$ cat src/rtl/wb_sram_bridge_if.sv
// ---------------------------------------------------------------------------
// wb_sram_bridge_if
//   Wishbone pipelined-mode request/response signals between a bus master
//   and the wb_sram_bridge slave.
//
//   Signals (directions as seen by the slave):
//     wb_addr_i   in   request address
//     wb_data_i   in   write data
//     wb_data_o   out  read data, valid while wb_ack_o=1 on reads
//     wb_we_i     in   1=write, 0=read
//     wb_cycle_i  in   bus cycle active
//     wb_strobe_i in   request valid
//     wb_stall_o  out  1=request not accepted this cycle
//     wb_ack_o    out  one-cycle completion pulse
// ---------------------------------------------------------------------------
interface wb_sram_bridge_if #(
    parameter int DATA_WIDTH = 8,
    parameter int ADDR_WIDTH = 17
);
    logic [ADDR_WIDTH-1:0] wb_addr_i;
    logic [DATA_WIDTH-1:0] wb_data_i;
    logic [DATA_WIDTH-1:0] wb_data_o;
    logic                  wb_we_i;
    logic                  wb_cycle_i;
    logic                  wb_strobe_i;
    logic                  wb_stall_o;
    logic                  wb_ack_o;

    modport master (
        output wb_addr_i, wb_data_i, wb_we_i, wb_cycle_i, wb_strobe_i,
        input  wb_data_o, wb_stall_o, wb_ack_o
    );

    modport slave (
        input  wb_addr_i, wb_data_i, wb_we_i, wb_cycle_i, wb_strobe_i,
        output wb_data_o, wb_stall_o, wb_ack_o
    );
endinterface

$ cat src/rtl/wb_sram_bridge.sv
// ---------------------------------------------------------------------------
// wb_sram_bridge
//   Wishbone pipelined-mode slave that turns each accepted single-beat
//   request into one timed access on an external asynchronous SRAM:
//   SETUP (1 cycle) -> ACCESS (WAIT_STATES+1 cycles, strobe low) ->
//   HOLD (1 cycle, ack). A new request can be accepted in the HOLD cycle,
//   giving one access per WAIT_STATES+3 cycles back to back.
//
//   Parameters:
//     DATA_WIDTH   data bus width (Wishbone and SRAM)
//     ADDR_WIDTH   address width (Wishbone and SRAM)
//     WAIT_STATES  extra SRAM strobe cycles beyond the minimum of 1 (0..15)
//
//   Ports:
//     wb_clock_i     in   sole clock, rising edge
//     wb_reset_n_i   in   synchronous active-low reset
//     wb             slave modport of wb_sram_bridge_if (Wishbone side)
//     ram_addr_o     out  SRAM address
//     ram_data_i     in   SRAM read data from pad
//     ram_data_o     out  SRAM write data to pad
//     ram_data_oe_o  out  pad output enable for ram_data_o
//     ram_we_n_o     out  SRAM write enable, active-low
//     ram_oe_n_o     out  SRAM output enable, active-low
//
//   Optional feature:
//     WB_SRAM_ABORT_EN  when defined, wb_cycle_i=0 sampled in SETUP or
//                       ACCESS abandons the access and returns to IDLE
//                       without an ack. When undefined the access always
//                       completes and the ack is masked by wb_cycle_i.
// ---------------------------------------------------------------------------
module wb_sram_bridge #(
    parameter int DATA_WIDTH  = 8,
    parameter int ADDR_WIDTH  = 17,
    parameter int WAIT_STATES = 2
) (
    input  logic                  wb_clock_i,
    input  logic                  wb_reset_n_i,
    wb_sram_bridge_if.slave       wb,
    output logic [ADDR_WIDTH-1:0] ram_addr_o,
    input  logic [DATA_WIDTH-1:0] ram_data_i,
    output logic [DATA_WIDTH-1:0] ram_data_o,
    output logic                  ram_data_oe_o,
    output logic                  ram_we_n_o,
    output logic                  ram_oe_n_o
);
    localparam logic [3:0] LP_WAIT = WAIT_STATES[3:0];

    typedef enum logic [1:0] {
        ST_IDLE,
        ST_SETUP,
        ST_ACCESS,
        ST_HOLD
    } state_t;

    state_t                r_state;
    logic [3:0]            r_cnt;
    logic                  r_we;
    logic                  r_stall;
    logic                  r_ack_arm;
    logic [DATA_WIDTH-1:0] r_rdata;
    logic [ADDR_WIDTH-1:0] r_ram_addr;
    logic [DATA_WIDTH-1:0] r_ram_wdata;
    logic                  r_ram_data_oe;
    logic                  r_ram_we_n;
    logic                  r_ram_oe_n;

    logic                  w_accept;
    logic                  w_abort;

    assign w_accept = wb.wb_cycle_i & wb.wb_strobe_i & ~r_stall;

`ifdef WB_SRAM_ABORT_EN
    assign w_abort = ~wb.wb_cycle_i;
`else
    assign w_abort = 1'b0;
`endif

    // Ack is the registered HOLD flag gated by the live cycle signal, so a
    // master that dropped cycle mid-access never sees a stray ack.
    assign wb.wb_ack_o   = r_ack_arm & wb.wb_cycle_i;
    assign wb.wb_stall_o = r_stall;
    assign wb.wb_data_o  = r_rdata;

    assign ram_addr_o    = r_ram_addr;
    assign ram_data_o    = r_ram_wdata;
    assign ram_data_oe_o = r_ram_data_oe;
    assign ram_we_n_o    = r_ram_we_n;
    assign ram_oe_n_o    = r_ram_oe_n;

    always_ff @(posedge wb_clock_i) begin
        if (!wb_reset_n_i) begin
            r_state       <= ST_IDLE;
            r_cnt         <= '0;
            r_we          <= 1'b0;
            r_stall       <= 1'b0;
            r_ack_arm     <= 1'b0;
            r_rdata       <= '0;
            r_ram_addr    <= '0;
            r_ram_wdata   <= '0;
            r_ram_data_oe <= 1'b0;
            r_ram_we_n    <= 1'b1;
            r_ram_oe_n    <= 1'b1;
        end else begin
            case (r_state)
                // IDLE and HOLD share acceptance: HOLD is the ack cycle and
                // may take the next request directly into SETUP.
                ST_IDLE, ST_HOLD: begin
                    r_ack_arm <= 1'b0;
                    if (w_accept) begin
                        r_state       <= ST_SETUP;
                        r_ram_addr    <= wb.wb_addr_i;
                        r_ram_wdata   <= wb.wb_data_i;
                        r_we          <= wb.wb_we_i;
                        r_ram_data_oe <= wb.wb_we_i;
                        r_stall       <= 1'b1;
                    end else begin
                        r_state       <= ST_IDLE;
                        r_ram_data_oe <= 1'b0;
                    end
                end

                ST_SETUP: begin
                    if (w_abort) begin
                        r_state       <= ST_IDLE;
                        r_stall       <= 1'b0;
                        r_ram_data_oe <= 1'b0;
                    end else begin
                        r_state    <= ST_ACCESS;
                        r_cnt      <= LP_WAIT;
                        r_ram_we_n <= ~r_we;
                        r_ram_oe_n <= r_we;
                    end
                end

                ST_ACCESS: begin
                    if (w_abort) begin
                        r_state       <= ST_IDLE;
                        r_stall       <= 1'b0;
                        r_ram_data_oe <= 1'b0;
                        r_ram_we_n    <= 1'b1;
                        r_ram_oe_n    <= 1'b1;
                    end else if (r_cnt == 4'd0) begin
                        r_state    <= ST_HOLD;
                        r_stall    <= 1'b0;
                        r_ack_arm  <= 1'b1;
                        r_ram_we_n <= 1'b1;
                        r_ram_oe_n <= 1'b1;
                        // Output enable is still low on this edge, so the
                        // pad data is valid to capture.
                        if (!r_we) begin
                            r_rdata <= ram_data_i;
                        end
                    end else begin
                        r_cnt <= r_cnt - 4'd1;
                    end
                end

                default: begin
                    r_state       <= ST_IDLE;
                    r_stall       <= 1'b0;
                    r_ack_arm     <= 1'b0;
                    r_ram_data_oe <= 1'b0;
                    r_ram_we_n    <= 1'b1;
                    r_ram_oe_n    <= 1'b1;
                end
            endcase
        end
    end
endmodule

$ cat src/flat_wrapper.sv
// flat-port wrapper written by rule: the top's interface ports become plain ports
module wb_sram_bridge_flat 
#(
    parameter int DATA_WIDTH  = 8,
    parameter int ADDR_WIDTH  = 17,
    parameter int WAIT_STATES = 2
)
  (wb_clock_i, wb_reset_n_i, ram_addr_o, ram_data_i, ram_data_o, ram_data_oe_o, ram_we_n_o, ram_oe_n_o, wb_wb_addr_i, wb_wb_data_i, wb_wb_we_i, wb_wb_cycle_i, wb_wb_strobe_i, wb_wb_data_o, wb_wb_stall_o, wb_wb_ack_o);
  wb_sram_bridge_if #(.DATA_WIDTH(DATA_WIDTH), .ADDR_WIDTH(ADDR_WIDTH)) wb_i ();
  input  logic wb_clock_i;
  input  logic wb_reset_n_i;
  output logic [ADDR_WIDTH-1:0] ram_addr_o;
  input  logic [DATA_WIDTH-1:0] ram_data_i;
  output logic [DATA_WIDTH-1:0] ram_data_o;
  output logic ram_data_oe_o;
  output logic ram_we_n_o;
  output logic ram_oe_n_o;
  input wire logic [$bits(wb_i.wb_addr_i)-1:0] wb_wb_addr_i;
  input wire logic [$bits(wb_i.wb_data_i)-1:0] wb_wb_data_i;
  input wire logic [$bits(wb_i.wb_we_i)-1:0] wb_wb_we_i;
  input wire logic [$bits(wb_i.wb_cycle_i)-1:0] wb_wb_cycle_i;
  input wire logic [$bits(wb_i.wb_strobe_i)-1:0] wb_wb_strobe_i;
  output wire logic [$bits(wb_i.wb_data_o)-1:0] wb_wb_data_o;
  output wire logic [$bits(wb_i.wb_stall_o)-1:0] wb_wb_stall_o;
  output wire logic [$bits(wb_i.wb_ack_o)-1:0] wb_wb_ack_o;
  assign wb_i.wb_addr_i = wb_wb_addr_i;
  assign wb_i.wb_data_i = wb_wb_data_i;
  assign wb_i.wb_we_i = wb_wb_we_i;
  assign wb_i.wb_cycle_i = wb_wb_cycle_i;
  assign wb_i.wb_strobe_i = wb_wb_strobe_i;
  assign wb_wb_data_o = wb_i.wb_data_o;
  assign wb_wb_stall_o = wb_i.wb_stall_o;
  assign wb_wb_ack_o = wb_i.wb_ack_o;
  wb_sram_bridge #(.DATA_WIDTH(DATA_WIDTH), .ADDR_WIDTH(ADDR_WIDTH), .WAIT_STATES(WAIT_STATES)) u_core (.wb_clock_i(wb_clock_i), .wb_reset_n_i(wb_reset_n_i), .wb(wb_i), .ram_addr_o(ram_addr_o), .ram_data_i(ram_data_i), .ram_data_o(ram_data_o), .ram_data_oe_o(ram_data_oe_o), .ram_we_n_o(ram_we_n_o), .ram_oe_n_o(ram_oe_n_o));
endmodule
$ cat config.mk
export PLATFORM = sky130hd
export DESIGN_NAME = wb_sram_bridge_flat
export DESIGN_NICKNAME = d
export VERILOG_FILES = /design/src/rtl/wb_sram_bridge_if.sv /design/src/rtl/wb_sram_bridge.sv /design/src/flat_wrapper.sv
export SDC_FILE = /design/constraint.sdc
export NUM_CORES = 1
export LEC_CHECK = 0
export CAP_MARGIN = 30
export CORE_MARGIN = 4
export CORE_UTILIZATION = 38
export DETAILED_ROUTE_END_ITERATION = 8
export GPL_TIMING_DRIVEN = 0
export PLACE_DENSITY = 0.78
export SLEW_MARGIN = 15
export SYNTH_ARGS = -nofsm -noshare
export SYNTH_HDL_FRONTEND = slang
export SYNTH_SLANG_ARGS = --single-unit
$ cat constraint.sdc
create_clock -name wb_clock_i -period 1.67 [get_ports wb_clock_i]
set_input_delay 0.4175 -clock wb_clock_i [delete_from_list [all_inputs] [get_ports wb_clock_i]]
set_output_delay 0.4175 -clock wb_clock_i [all_outputs]
set_load 0.02 [all_outputs]
==> impl_metrics.env, run 1 <==
export IMPL_outcome="complete, no violations"
export IMPL_synthesized_area_fraction_occupied_by_ao_oa_aoi_and_oai_cells_pct=18.6
export IMPL_worstPathRequired_ns=1.88
export IMPL_synthMuxAreaShare_pct=1.12
export IMPL_power_density_mw_per_mm2=1040
export IMPL_nNetsFinal=349
export IMPL_synth_seq_cells=45
export IMPL_dp_final_hpwl_mm=3.56
export IMPL_drt_pass1_iter_count=4
export IMPL_syn_mean_instance_area_sq_um=8.23
export IMPL_capture_point_of_the_critical_path="u_core.ram_oe_n_o$_SDFFE_PN1P_"
export IMPL_post_route_min_period_ns=1.66
export IMPL_reg2reg_to="u_core.ram_oe_n_o$_SDFFE_PN1P_"
export IMPL_synth_xor_area_share_pct=0
export IMPL_setup_worst_path_start_class="flop"
export IMPL_timing_critical_path_slowest_cell_delay_ns=0.38
export IMPL_source_to_sink_clock_delay_at_the_later_pin_of_the_worst_skew_pair_ns=0.29
export IMPL_cts_tree="built"
export IMPL_gp_routability_congestion=0.828
export IMPL_grt_first_pass_wirelength_mm=8.04
export IMPL_viasPerCell=5.07
export IMPL_synthAdderAreaFrac_pct=2.80
export IMPL_yosysSeqAreaShare_pct=50.4
export IMPL_synth_distinct_cells=31
export IMPL_slew_headroom_pct=65.2
export IMPL_layout_cell_area_non_filler_sq_mm=0.00288
export IMPL_drt_first_iter_violations=76
export IMPL_grt_pass1_vias=1756
export IMPL_fin_util_pct=64.8
export IMPL_setup_viol_count_final=0
export IMPL_postRouteAntennaNets=0
export IMPL_number_of_buffers_inserted_during_clock_tree_synthesis=5
export IMPL_cp_depth=7
export IMPL_routed_via_count=1825
export IMPL_crit_fanout=5
export IMPL_final_max_slew_viol_count=0
export IMPL_crit_path_start="u_core.r_cnt[0]$_SDFFE_PN0P_"
export IMPL_mostFrequentLayoutCells="nand2_1 (54), dfxtp_1 (44), clkdlybuf4s50_1 (37)"
export IMPL_fill_cells=388
export IMPL_setup_reg_to_reg_worst_slack_ns=0.01
export IMPL_synthCells=217
export IMPL_post_route_insts_no_fill=360
export IMPL_fin_skew_ns=0.00394
export IMPL_post_synth_and_or_nand_nor_area_fraction_pct=21.3
export IMPL_aggregate_routed_wire_length_mm=4.97
export IMPL_die_w_microns=76.6
export IMPL_die_y_microns=76.6
export IMPL_post_synthesis_net_count=259
export IMPL_worst_slew_pin_slew_ns=0.522
export IMPL_cp_slowest_cell="or3b_4"
export IMPL_drive_gt1_share_pct=12.3
export IMPL_flow_area_growth_from_synthesis_pct=61.3
export IMPL_grt_start_max_net_pins=15
export IMPL_syn_area_sq_mm=0.00179
export IMPL_post_place_instance_area_sq_mm=0.00259
export IMPL_ioPinCount=76
export IMPL_diodes=0
export IMPL_initial_utilization_pct=40.2
export IMPL_rsz0062_at_grt="yes"
export IMPL_clockBufferDepth=2
export IMPL_multi_input_area_sq_um=817
export IMPL_fmax_ghz=0.604
export IMPL_grt_antenna_before_repair=0
export IMPL_min_path_type="flop to flop"
export IMPL_drt_drc_violations_left=0
export IMPL_placement_io_buffers=74
export IMPL_cp_cell_sequence="inv_4 > ha_4 > or3b_4 > buf_6 > buf_4 > a21o_2 > a31oi_1"
export IMPL_path_class="flop to flop"
export IMPL_max_capacitance_violation_count=0
export IMPL_path_delay_family="compound AO/OA/AOI/OAI gates"
export IMPL_cts_htree_levels=2
export IMPL_placement_rows=24
export IMPL_leading_cell_type_in_the_layout_fill_and_taps_excluded="nand2_1"
export IMPL_finalHoldViolations=0
export IMPL_worst_setup_hold_path_clk_slew_ns=0.08
export IMPL_arrival_ns=1.87
export IMPL_globalRouteTotalUtil_pct=16.7
export IMPL_power_leakage_nw=1.46
export IMPL_worst_supply_voltage_drop_on_vdd_mv=0.526
export IMPL_design_core_area_sq_mm=0.00444
export IMPL_area_sequential_sq_um=902
export IMPL_yosysWarningCount=0
export IMPL_drt_wirelength_per_cell_microns=13.8
export IMPL_dominant_combinational_cell_family_by_area_after_synthesis="simple AND/OR/NAND/NOR gates"
export IMPL_grt_remaining_overflow=0
export IMPL_r2r_start="u_core.r_cnt[0]$_SDFFE_PN0P_"
export IMPL_cts_root_buffer_cell="clkbuf_8"
export IMPL_placed_cells=343
export IMPL_timing_critical_path_buf_inv=3
export IMPL_r2r_cells=7
export IMPL_worstSetupEndpointType="flop"
export IMPL_fp_dieArea_sq_mm=0.00586
export IMPL_timing_final_crit_share_pct=99.2
export IMPL_cts_sink_count=45
export IMPL_setup_tns_ns=0
## logic make-up after synthesis
logic type      after synthesis
flops                        45
buf+inv                      25
simple gates                 83
mux                           2
compound gates               58
fa+ha+maj                     4
## synth_stat cells
cell	count	share of area [%]
a21boi_0	1	0.42
a21o_2	1	0.49
a21oi_1	36	10
a221o_1	1	0.56
a221oi_1	2	0.98
a221oi_2	1	0.84
a311oi_1	1	0.49
a31oi_1	2	0.70
and2_1	1	0.35
and2_2	1	0.42
and4b_1	1	0.56
and4bb_2	1	0.70
buf_2	2	0.56
buf_6	1	0.63
clkbuf_1	12	2.5
clkinv_1	2	0.42
dfxtp_1	45	50
ha_1	4	2.8
inv_1	8	1.7
mux2i_1	2	1.1
nand2_1	54	11
nand2b_1	1	0.35
nand3_1	13	3.6
nand3b_1	2	0.84
nand4b_1	1	0.49
nand4bb_1	1	0.63
nor2_1	3	0.63
nor3_1	3	0.84
o21ai_0	12	3.4
o221a_2	1	0.63
or3b_1	1	0.49
## worst min-delay path by stage
stage                                            start                            endpoint  slack, ns  cells past startpoint
floorplan                 u_core.r_cnt[0]$_SDFFE_PN0P_        u_core.r_cnt[0]$_SDFFE_PN0P_       0.46                      2
global placement     u_core.ram_addr_o[8]$_SDFFE_PN0P_   u_core.ram_addr_o[8]$_SDFFE_PN0P_       0.44                      2
detailed placement   u_core.ram_addr_o[5]$_SDFFE_PN0P_   u_core.ram_addr_o[5]$_SDFFE_PN0P_       0.45                      2
CTS                  u_core.ram_addr_o[2]$_SDFFE_PN0P_   u_core.ram_addr_o[2]$_SDFFE_PN0P_       0.46                      2
global route        u_core.ram_addr_o[12]$_SDFFE_PN0P_  u_core.ram_addr_o[12]$_SDFFE_PN0P_       0.48                      2
finish               u_core.ram_addr_o[3]$_SDFFE_PN0P_   u_core.ram_addr_o[3]$_SDFFE_PN0P_       0.45                      2
## where the power goes
| part | switching (mW) | total, mW | internal [mW] | leakage, nW |
|---|---|---|---|---|
| sequential | 0.0537 | 1.23 | 1.17 | 0.366 |
| clock | 0.361 | 0.848 | 0.486 | 0.0574 |
| combinational | 0.473 | 0.932 | 0.459 | 1.03 |
| total | 0.888 | 3.01 | 2.12 | 1.46 |
## repair_timing
item,4_1_cts,5_1_grt
setup buffers,5,5
gates resized for setup,29,30
hold endpoints to repair,0,0
pin swaps,2,1
setup endpoints to repair,39,52
hold buffers,0,0
gates cloned,1,0
## worst register-to-register path, delay by kind of cell (launching register included)
| family | cells | cell delay, ns |
|---|---|---|
| AOI/OAI and AO/OA | 2 | 0.41 |
| adders and majority gates | 1 | 0.13 |
| and+or+nand+nor | 1 | 0.38 |
| DFF | 1 | 0.34 |
| buffers and inverters | 3 | 0.34 |
## cell type report
type                            count  share of cell area (%)
Clock buffer                        6                    2.87
Clock inverter                      2                    1.30
Sequential cell                    45                    31.3
Timing Repair Buffer               85                    30.0
Inverter                           10                    1.39
Tap cell                           52                    2.26
Buffer                             13                    2.48
Multi-Input combinational cell    147                    28.4
## flip-flops by register name, indices dropped and copies added, names as in the netlist
register and cells:
u_core.ram_oe_n_o 1, u_core.ram_we_n_o 1, u_core.ram_data_oe_o 1, u_core.wb.wb_data_o 8, u_core.wb.wb_stall_o 1, u_core.r_ack_arm 1
u_core.ram_addr_o 17, u_core.r_cnt 4, u_core.ram_data_o 8, u_core.r_we 1, u_core.r_state 2
## per-stage QoR
stage,hold WS [ns],total power [mW],worst slack (ns)
after floorplan,0.463,1.72,0.0712
after global placement,0.441,2.05,-0.394
after detailed placement,0.446,2.06,-0.426
after CTS,0.457,2.96,0.00121
after global routing,0.477,3.17,-0.0576
final,0.452,3.01,0.0133
## per-layer routing
metal  vias to the layer above  track usage, %  wire, microns
met2                        50            29.0           2440
met1                       851            19.1           2130
met3                         7            5.79            345
met4                         0            5.25             64
li1                        917               -              -
met5                         -               0              0
(Power assumes the default switching activity.)
==> inputs of run 2 (changes only) <==
- SLEW_MARGIN: 15 -> unset
- TNS_END_PERCENT: unset -> 5
==> impl_metrics.env, run 2 (synthesis results as in run 1) <==
export IMPL_drt_drc_violations_left=0
export IMPL_worst_setup_hold_path_clk_slew_ns=0.08
export IMPL_dp_final_hpwl_mm=3.56
export IMPL_fill_cells=388
export IMPL_design_core_area_sq_mm=0.00444
export IMPL_mostFrequentLayoutCells="nand2_1 (54), dfxtp_1 (44), clkdlybuf4s50_1 (37)"
export IMPL_flow_area_growth_from_synthesis_pct=57.4
export IMPL_outcome="complete, no violations"
export IMPL_rsz0062_at_grt="yes"
export IMPL_area_sequential_sq_um=902
export IMPL_setup_worst_path_start_class="flop"
export IMPL_setup_reg_to_reg_worst_slack_ns=0.006
export IMPL_grt_first_pass_wirelength_mm=7.82
export IMPL_fin_skew_ns=0.00453
export IMPL_gp_routability_congestion=0.828
export IMPL_initial_utilization_pct=40.2
export IMPL_fp_dieArea_sq_mm=0.00586
export IMPL_max_capacitance_violation_count=0
export IMPL_worst_slew_pin_slew_ns=0.518
export IMPL_leading_cell_type_in_the_layout_fill_and_taps_excluded="nand2_1"
export IMPL_crit_fanout=10
export IMPL_routed_via_count=1785
export IMPL_slew_headroom_pct=65.5
export IMPL_placement_rows=24
export IMPL_die_w_microns=76.6
export IMPL_worstSetupEndpointType="flop"
export IMPL_postLayoutSetupSlackWorst_ns=0.00565
export IMPL_cts_sink_count=45
export IMPL_power_density_mw_per_mm2=1030
export IMPL_drt_first_iter_violations=59
export IMPL_cts_tree="built"
export IMPL_timing_critical_path_slowest_cell_delay_ns=0.35
export IMPL_die_y_microns=76.6
export IMPL_worstPathRequired_ns=1.88
export IMPL_largest_reg_flops=17
export IMPL_placement_io_buffers=74
export IMPL_min_delay_worst_endpoint="u_core.ram_addr_o[3]$_SDFFE_PN0P_"
export IMPL_grt_pass1_vias=1711
export IMPL_worst_supply_voltage_drop_on_vdd_mv=0.527
export IMPL_viasPerCell=5.06
export IMPL_clockBufferDepth=2
export IMPL_hold_path_startpoint="u_core.ram_addr_o[3]$_SDFFE_PN0P_"
export IMPL_ioPinCount=76
export IMPL_r2r_start="u_core.r_cnt[0]$_SDFFE_PN0P_"
export IMPL_setup_viol_count_final=0
export IMPL_post_place_ws_ns=-0.426
export IMPL_post_route_min_period_ns=1.66
export IMPL_fin_util_pct=63.3
export IMPL_final_max_slew_viol_count=0
export IMPL_timing_hold_worst_path_depth=2
export IMPL_grt_antenna_before_repair=0
export IMPL_cts_htree_levels=2
export IMPL_globalRouteTotalUtil_pct=16.2
export IMPL_drt_wirelength_per_cell_microns=13.5
export IMPL_multi_input_area_sq_um=802
export IMPL_finalHoldViolations=0
export IMPL_grt_start_max_net_pins=15
export IMPL_arrival_ns=1.88
export IMPL_holdBufCountCts=0
export IMPL_drt_pass1_iter_count=4
export IMPL_min_path_type="flop to flop"
export IMPL_cp_slowest_cell="or3b_1"
export IMPL_postRouteAntennaNets=0
export IMPL_fmax_ghz=0.601
export IMPL_aggregate_routed_wire_length_mm=4.76
export IMPL_grt_remaining_overflow=0
export IMPL_diodes=0
export IMPL_number_of_buffers_inserted_during_clock_tree_synthesis=5
export IMPL_drive_gt1_share_pct=9.63
export IMPL_source_to_sink_clock_delay_at_the_later_pin_of_the_worst_skew_pair_ns=0.29
export IMPL_cp_cell_sequence="inv_2 > ha_4 > or3b_1 > buf_6 > a221o_1 > a221oi_2"
export IMPL_nNetsFinal=342
export IMPL_cts_root_buffer_cell="clkbuf_8"
export IMPL_reg2reg_to="u_core.wb.wb_stall_o$_SDFFE_PN0P_"
export IMPL_r2r_cells=6
export IMPL_timing_final_crit_share_pct=99.7
export IMPL_power_leakage_nw=1.42
export IMPL_path_class="flop to flop"
export IMPL_hold_worst_slack_ns=0.452
[run 2: critical path, delay by kind of cell, from the launching register on]
| family | cells | cell delay [ns] |
|---|---|---|
| compound gates | 2 | 0.54 |
| fa+ha+maj | 1 | 0.13 |
| buf+inv | 2 | 0.23 |
| flops | 1 | 0.34 |
| simple gates | 1 | 0.35 |
[run 2: how the worst max path moves through the flow]
stage / end / startpoint
floorplan: u_core.wb.wb_stall_o$_SDFFE_PN0P_ / u_core.r_cnt[0]$_SDFFE_PN0P_
global placement: wb_wb_ack_o / wb_wb_cycle_i
detailed placement: wb_wb_ack_o / wb_wb_cycle_i
CTS: u_core.wb.wb_stall_o$_SDFFE_PN0P_ / u_core.r_cnt[0]$_SDFFE_PN0P_
global route: u_core.wb.wb_stall_o$_SDFFE_PN0P_ / u_core.r_cnt[0]$_SDFFE_PN0P_
finish: u_core.wb.wb_stall_o$_SDFFE_PN0P_ / u_core.r_cnt[0]$_SDFFE_PN0P_
[run 2: area by class of cell]
cell class,count,area share [%]
plain buffers,13,2.45
clock buffers,6,2.94
clock inverters,2,1.34
inverters,10,1.34
multi-input cells,147,28.5
flip-flops and latches,45,32.1
well taps,52,2.31
repair buffers,78,29.0
[run 2: through the flow]
| stage | total power, mW | cells | cell area [sq um] | TNS [ns] |
|---|---|---|---|---|
| floorplan | 1.72 | 217 | 1790 | 0 |
| global placement | 2.05 | 343 | 2590 | -8.06 |
| detailed placement | 2.06 | 343 | 2590 | -9.18 |
| CTS | 2.91 | 352 | 2720 | -0.133 |
| global route | 3.07 | 353 | 2810 | -0.252 |
| finish | 2.90 | 353 | 2810 | 0 |
[run 2: what timing repair did]
action	CTS	global route
endpoints found under the setup margin	39	57
setup buffers	2	2
pin swaps	1	3
gates resized for setup	22	33
[run 2: power breakdown]
| group | total, mW | internal [mW] | switching, mW |
|---|---|---|---|
| sequential | 1.23 | 1.17 | 0.0515 |
| clock | 0.850 | 0.486 | 0.364 |
| combinational | 0.826 | 0.383 | 0.443 |
[run 2: layer usage]
metal  share of wire, %  wire length [microns]  global-route usage, %
met1                 42                   2020                   18.4
met2                 48                   2310                   27.7
met3                8.1                    386                   6.26
met4               0.99                     47                   5.43
met5                  0                      0                      0
